==> src/rtl/inst_fetch_unit_pkg.sv <==
// Shared types and constants for the instruction fetch unit.
package inst_fetch_unit_pkg;

  typedef enum logic [1:0] {
    S_REQ  = 2'd0,
    S_WAIT = 2'd1,
    S_OUT  = 2'd2
  } ifu_state_t;

  localparam int          INST_W        = 32;
  localparam logic [31:0] NOP_INST      = 32'h00000013;
  localparam logic [63:0] RESET_PC_DFLT = 64'h80000000;

endpackage

==> src/rtl/ifu_pc_reg.sv <==
// Program counter register: hold, advance by one instruction, or take a redirect.
module ifu_pc_reg #(
  parameter int              XLEN     = 64,
  parameter logic [XLEN-1:0] RESET_PC = '0
) (
  input  logic            clk,
  input  logic            rst_n,
  input  logic            i_inc,
  input  logic            i_redirect,
  input  logic [XLEN-1:0] i_redirect_pc,
  output logic [XLEN-1:0] o_pc
);

  logic [XLEN-1:0] r_pc;

  // Redirect outranks the sequential advance.
  always_ff @(posedge clk or negedge rst_n) begin
    if (!rst_n) begin
      r_pc <= RESET_PC;
    end else if (i_redirect) begin
      r_pc <= i_redirect_pc;
    end else if (i_inc) begin
      r_pc <= r_pc + XLEN'(4);
    end
  end

  assign o_pc = r_pc;

endmodule

==> src/rtl/inst_fetch_unit.sv <==
// Instruction fetch stage: one outstanding imem request, wrong-path drop, decode handshake.
module inst_fetch_unit
  import inst_fetch_unit_pkg::*;
#(
  parameter int              XLEN     = 64,
  parameter logic [XLEN-1:0] RESET_PC = XLEN'(RESET_PC_DFLT)
) (
  input  logic              clk,
  input  logic              rst_n,
  output logic              imem_req_valid,
  output logic [XLEN-1:0]   imem_req_addr,
  input  logic              imem_req_ready,
  input  logic              imem_resp_valid,
  input  logic [INST_W-1:0] imem_resp_data,
  input  logic              redirect_valid,
  input  logic [XLEN-1:0]   redirect_pc,
  output logic              out_valid,
  input  logic              out_ready,
  output logic [XLEN-1:0]   out_pc,
  output logic [INST_W-1:0] out_inst,
  output logic              out_misaligned,
  output logic [63:0]       fetch_count
);

  ifu_state_t        r_state;
  ifu_state_t        w_state_nxt;
  logic              r_drop;
  logic              w_drop_nxt;
  logic [XLEN-1:0]   w_pc;
  logic              w_pc_inc;
  logic              w_pc_redirect;
  logic              w_capture;
  logic              w_count_inc;
  logic [XLEN-1:0]   r_out_pc;
  logic [INST_W-1:0] r_out_inst;
  logic [63:0]       r_fetch_count;

  ifu_pc_reg #(
    .XLEN     (XLEN),
    .RESET_PC (RESET_PC)
  ) u_pc_reg (
    .clk           (clk),
    .rst_n         (rst_n),
    .i_inc         (w_pc_inc),
    .i_redirect    (w_pc_redirect),
    .i_redirect_pc (redirect_pc),
    .o_pc          (w_pc)
  );

  always_comb begin
    w_state_nxt   = r_state;
    w_drop_nxt    = r_drop;
    w_pc_inc      = 1'b0;
    w_pc_redirect = 1'b0;
    w_capture     = 1'b0;
    w_count_inc   = 1'b0;
    unique case (r_state)
      S_REQ: begin
        w_pc_redirect = redirect_valid;
        if (imem_req_ready) begin
          w_state_nxt = S_WAIT;
          // The in-flight request was for the old pc; its response is wrong-path.
          w_drop_nxt  = redirect_valid;
        end
      end
      S_WAIT: begin
        w_pc_redirect = redirect_valid;
        if (imem_resp_valid) begin
          w_drop_nxt = 1'b0;
          if (redirect_valid || r_drop) begin
            w_state_nxt = S_REQ;
          end else begin
            w_capture   = 1'b1;
            w_state_nxt = S_OUT;
          end
        end else if (redirect_valid) begin
          w_drop_nxt = 1'b1;
        end
      end
      S_OUT: begin
        w_pc_redirect = redirect_valid;
        w_pc_inc      = out_ready;
        w_count_inc   = out_ready;
        if (out_ready || redirect_valid) begin
          w_state_nxt = S_REQ;
        end
      end
      default: begin
        w_state_nxt = S_REQ;
        w_drop_nxt  = 1'b0;
      end
    endcase
  end

  always_ff @(posedge clk or negedge rst_n) begin
    if (!rst_n) begin
      r_state       <= S_REQ;
      r_drop        <= 1'b0;
      r_out_pc      <= '0;
      r_out_inst    <= NOP_INST;
      r_fetch_count <= '0;
    end else begin
      r_state <= w_state_nxt;
      r_drop  <= w_drop_nxt;
      if (w_capture) begin
        r_out_pc   <= w_pc;
        r_out_inst <= imem_resp_data;
      end
      if (w_count_inc) begin
        r_fetch_count <= r_fetch_count + 64'd1;
      end
    end
  end

  assign imem_req_valid = (r_state == S_REQ);
  assign imem_req_addr  = w_pc;
  assign out_valid      = (r_state == S_OUT);
  assign out_pc         = r_out_pc;
  assign out_inst       = r_out_inst;
  assign out_misaligned = (r_out_pc[1:0] != 2'b00);
  assign fetch_count    = r_fetch_count;

  a_resp_only_when_waiting : assert property (
    @(posedge clk) disable iff (!rst_n) imem_resp_valid |-> (r_state == S_WAIT)
  );

endmodule

==> config.mk <==
export PLATFORM = sky130hd
export DESIGN_NAME = inst_fetch_unit
export DESIGN_NICKNAME = d
export VERILOG_FILES = /design/src/rtl/inst_fetch_unit_pkg.sv /design/src/rtl/ifu_pc_reg.sv /design/src/rtl/inst_fetch_unit.sv
export SDC_FILE = /design/constraint.sdc
export NUM_CORES = 1
export LEC_CHECK = 0
export ABC_AREA = 1
export CAP_MARGIN = 20
export CORE_AREA = 2 2 152 154
export CTS_BUF_LIST = sky130_fd_sc_hd__clkbuf_8
export CTS_CLUSTER_SIZE = 14
export DETAILED_ROUTE_END_ITERATION = 12
export DIE_AREA = 0 0 154 156
export DONT_BUFFER_PORTS = 1
export HOLD_SLACK_MARGIN = 0.02
export PLACE_DENSITY = 0.81
export SETUP_SLACK_MARGIN = 0.2
export SYNTH_ARGS = -nofsm -noshare
export SYNTH_HDL_FRONTEND = slang
export SYNTH_HIERARCHICAL = 1
export SYNTH_SLANG_ARGS = --single-unit
==> constraint.sdc <==
create_clock -name clk -period 2.6 [get_ports clk]
set_clock_uncertainty 0.2 [all_clocks]
set_input_delay 0.52 -clock clk [delete_from_list [all_inputs] [get_ports clk]]
set_output_delay 0.52 -clock clk [all_outputs]
set_load 0.05 [all_outputs]
# Word-level counts from Yosys, hierarchy flattened
# Cells that the tools add are included.
classes:
  n_reduce_logical: 8
  n_mux: 16
  bitwise_logic: 1
  n_addsub: 2
  eq_ne: 6
op_table:
  columns: ["op", "count"]
  rows:
  - ["$mux 64", 2]
  - ["$add 64x1->64 const B", 1]
  - ["$add 64x3->64 const B", 1]
  - ["$mux 1", 8]
  - ["$mux 2", 4]
  - ["$pmux 2 s3", 1]
  - ["$reduce_and 3->1", 2]
  - ["$ne 2x1->1 const B", 2]
  - ["$reduce_bool 2->1", 2]
  - ["$ne 3x3->1 const B", 1]
  - ["$pmux 1 s3", 1]
  - ["$reduce_or 3->1", 1]
  - ["$eq 2x1->1 const B", 1]
  - ["$eq 2x2->1 const B", 1]
  - ["$logic_not 2->1", 1]
  - ["$logic_or 1x1->1", 2]
  - ["$ne 2x2->1 const B", 1]
  - ["$not 1->1", 1]
totals:
  regBits: 227
  in_bits: 102

# Logic depth before layout (Yosys ltp)
depth:
  word_depth: 4
  mapped_depth: 11
  mapped_depth_nobuf: 11

# By module
# The synthesis kept the hierarchy.
modules_own_cells:
  columns: ["module", "instances", "cells_each", "area_each_um2"]
  rows:
  - ["inst_fetch_unit", 1, 713, 7448.4]
  - ["ifu_pc_reg", 1, 694, 4664.5]

# Worst setup path before layout
# No wires, ideal clock.
synth_timing:
  path_type: "reg-to-reg"
  from: "register r_fetch_count[1] (netlist: fetch_count[1])"
  to: "register r_fetch_count[44] (netlist: fetch_count[44])"
  required_time_ps: 2276
  n_path_buf: 0
  path_stages_with_launch: 10
  t_arrival_ps: 1860
  setup_time_ps: 124
  slack_ps: 416
  synth_period_minus_slack_ps: 2184
  cell_sequence: "dfrtp_1 ha_1 inv_1 nor2_1 nand2_1 nor2_2 nand2_1 nor2_2 nand2_1 xor2_1"
synth_via:
  elab_chain_cells: 1
synth_rtl:
  columns: ["item", "line_no", "text"]
  rows:
  - ["from (decl)", "inst_fetch_unit.sv:36", "logic [63:0] r_fetch_count;"]
  - ["from (signal assigned)", "inst_fetch_unit.sv:110", "r_fetch_count <= r_fetch_count + 64'd1;"]
  - ["$add 64x1->64", "inst_fetch_unit.sv:110", null]
# Every way passes these cells.
# A chain may end at the register's enable or synchronous reset.

# Final worst setup path
layout_timing:
  from: "register r_out_pc[1] (netlist: out_pc[1])"
  to: "output port out_misaligned"
layout_via:
  elab_chain_cells: 1
layout_rtl:
  columns: ["item", "line_no", "text"]
  rows:
  - ["from (decl)", "inst_fetch_unit.sv:34", "logic [XLEN-1:0] r_out_pc;"]
  - ["from (signal assigned)", "inst_fetch_unit.sv:106", "r_out_pc <= w_pc;"]
  - ["$reduce_bool 2->1", "inst_fetch_unit.sv:120", "assign out_misaligned = (r_out_pc[1:0] != 2'b00);"]
  - ["to (decl)", "inst_fetch_unit.sv:21", "output logic out_misaligned,"]
# Every way passes these cells.

==> reports/results.ini <==
[worst_setup_path]
path_cells = or2_2
path_delay_family = flip-flops
crit_slowest_cell = dfrtp_1
reg2reg_from = u_pc_reg/o_pc[3]
endpoint_kind = output port
critical_path.max_stage_delay_ns = 0.59
required_ns = 1.88
critical_path_class = register to output port
start_kind = register
crit_start = out_pc[1]
crit_arrival_ns = 1.64
critPathMaxFanout = 3
worst-path-buf-inv = 0

[routing]
vias = 11300
antenna_left = 0
drcViolationCount = 0
wl_per_cell_um = 20.6
wl_um = 40600
drt_pass1_iterations = 7
viasPerCell = 5.72
drt_iter0_drc = 922

[power_and_ir_drop]
netSwitchingFraction_pct = 46.9
leakage_nw = 7.09
p_seq_share_pct = 56.0
p_sw_mw = 6.65
p_int_mw = 7.52
power_frac_comb_pct = 21.3
cellPowerDensity_nw_per_um2 = 931
ir_drop_mv = 0.547
clkPwrFrac_pct = 22.7

[placed_design]
dp_hpwl_um = 28900
io_buffers = 0
place_ws_ns = 0.361
globalplace.congestion = 0.971

[synth]
yosysSeqAreaShare_pct = 46.9
synthArstFlopShare_pct = 100
synth_top_area_share_pct = 46.1
post_synth_inst_count = 1407
synth_edf_count = 0
syn_nets = 1511
syn_area_um2 = 12100
yosys-top-cells-count = nand2_1 (370), dfrtp_1 (223), nor2_1 (198)
ys_warn_count = 6
syn_area_per_cell_um2 = 8.61
synthFlopType = dfrtp_1
synth.most_common_cell = nand2_1
synth_cell_types = 39
synth_area_leaders = dfrtp_1 (46%), nand2_1 (11%), mux2_2 (6.4%)
synth_seq_cells = 227
yosys.area.top_type = dfrtp_1

[global_route]
grt_max_degree = 228
first_global_vias = 11400
overflow = 0
grt_use_total_pct = 33.2
antenna_found_initial = 2
grt_pass1_wl_um = 63000

[sta]
worst_slew_margin_rel_pct = 56.2
rsz0062_at_grt = false
fmax_ghz = 0.424
tightest_slew_ns = 0.652
setup-tns-final_ns = 0
finalSetupViolCount = 0
finalHoldViolCount = 227
post-route-period-util_pct = 90.7
worst_hold_slack_ns = -0.529
fin_crit_ns = 2.36
fin_ws_ns = 0.242
slew_violations = 0

[layout]
drive_above_1_share_pct = 20.2
syn_to_final_growth_pct = 25.7
nNetsFinal = 1767
fillers = 1754

[clock_tree]
clk-insertion-delay-late_ns = 0.55
numClockSinks = 227
clockBufferDepth = 3
cts_tree = done
cts.reportedPaths.clkPinSlew_ns = 0.06
hold_buffers = 100
htree_levels = 2
cts_resized = 0
numCtsBuffers = 40
root_buffer = clkbuf_8

[floorplanning]
design.core.area_um2 = 22400
initial_core_util_pct = 54.2
die_area_um2 = 24000
dieWidth_um = 154
top_level_ports = 329
die_h_um = 156
row_count = 55

[outcome]
run_status = finished with violations
violations = hold timing

[run]
cap_violations = 0

[worst_hold_path]
hold_class = primary input to async pin

[layer usage]
| layer | global-route usage (%) | vias to the layer above | part of all wire [%] | wire, um |
|---|---|---|---|---|
| met3 | 8.31 | 116 | 9.4 | 3800 |
| li1 | - | 5136 | - | - |
| met5 | 0 | - | 0 | 0 |
| met2 | 54.3 | 602 | 47 | 19300 |
| met4 | 13.9 | 0 | 4.0 | 1640 |
| met1 | 42.4 | 5418 | 39 | 15900 |
[cells in the final DEF (no fill, tap or decap), types with 6 or more instances in the layout]
| cell type | count |
|---|---|
| a22oi_1 | 52 |
| buf_4 | 142 |
| clkbuf_8 | 48 |
| dfrtp_1 | 223 |
| dlygate4sd3_1 | 100 |
| inv_1 | 126 |
| mux2_2 | 69 |
| mux2_4 | 29 |
| nand2_1 | 370 |
| nand3_1 | 88 |
| nand4_1 | 32 |
| nor2_1 | 196 |
| nor2_2 | 12 |
| nor2_4 | 8 |
| nor3_1 | 18 |
| o21ai_0 | 25 |
| o21ai_1 | 6 |
| o21bai_1 | 14 |
| xnor2_1 | 31 |
| xor2_1 | 41 |
[state kept, by name (all words and copies together) (netlist names)]
name           flops
fetch_count       64
r_drop             1
out_pc            64
r_state            2
out_inst          32
u_pc_reg/o_pc     64
[stage by stage]
step / utilization [%] / power (mW) / hold slack [ns] / instances / area [um2]
6_report: 68.1 / 14.2 / -0.529 / 1972 / 15200
5_1_grt: 68.1 / 14.7 / -0.543 / 1971 / 15200
4_1_cts: 67.7 / 14.1 / -0.550 / 1961 / 15100
3_5_place_dp: 59.8 / 10.7 / 0.0300 / 1797 / 13400
3_3_place_gp: 59.8 / 10.6 / 0.0306 / 1797 / 13400
2_1_floorplan: - / 9.81 / 0.0244 / 1407 / 12100
[power by group through the flow]
stage          Clock, mW  Combinational [mW]  Sequential, mW
5_1_grt             3.44                3.20            8.01
4_1_cts             3.26                2.93            7.89
2_1_floorplan          0                1.50            8.31
3_3_place_gp           0                2.68            7.92
3_5_place_dp           0                2.78            7.95
6_report            3.22                3.02            7.93
[final timing paths]
path | endpoint | slack, ns | depth (start not counted)
setup / recovery | out_misaligned | 0.24 | 1
min in group clk | r_drop | 0.12 | 3
hold / removal | u_pc_reg/o_pc[24] | -0.53 | 0
max in group asynchronous | u_pc_reg/o_pc[31] | 2.38 | 0
setup reg to reg | u_pc_reg/o_pc[63] | 0.37 | 8
hold reg to reg | fetch_count[15] | 0.29 | 1
[cells by family (layout without fill, tap and decap cells)]
group | count (synthesis) | after routing | synth area share [%]
other | 0 | 2 | 0
XOR/XNOR | 72 | 72 | 5.21
buffers and inverters | 149 | 426 | 5.01
AND/OR/NAND/NOR | 746 | 747 | 26.3
flip-flops | 227 | 227 | 46.9
adder cells (fa/ha/maj) | 2 | 2 | 0.207
AO/OA/AOI/OAI | 113 | 113 | 6.31
multiplexers | 98 | 98 | 10.0
[timing repair]
action                                  CTS  global route
endpoints found under the setup margin    0            69
buffers inserted                          0             8
endpoints found under the hold margin   325           227
[cell type report]
cell class / count / area (um2) / area share, %
diodes: 2 / 5.00 / 0.0329
clock buffers: 48 / 661 / 4.34
clock inverters: 16 / 96.3 / 0.633
inverters: 117 / 439 / 2.88
multi-input cells: 1032 / 5860 / 38.5
flip-flops and latches: 227 / 5690 / 37.3
well taps: 285 / 357 / 2.34
repair buffers: 245 / 2130 / 14.0
Power figures use the tool's default switching activity.
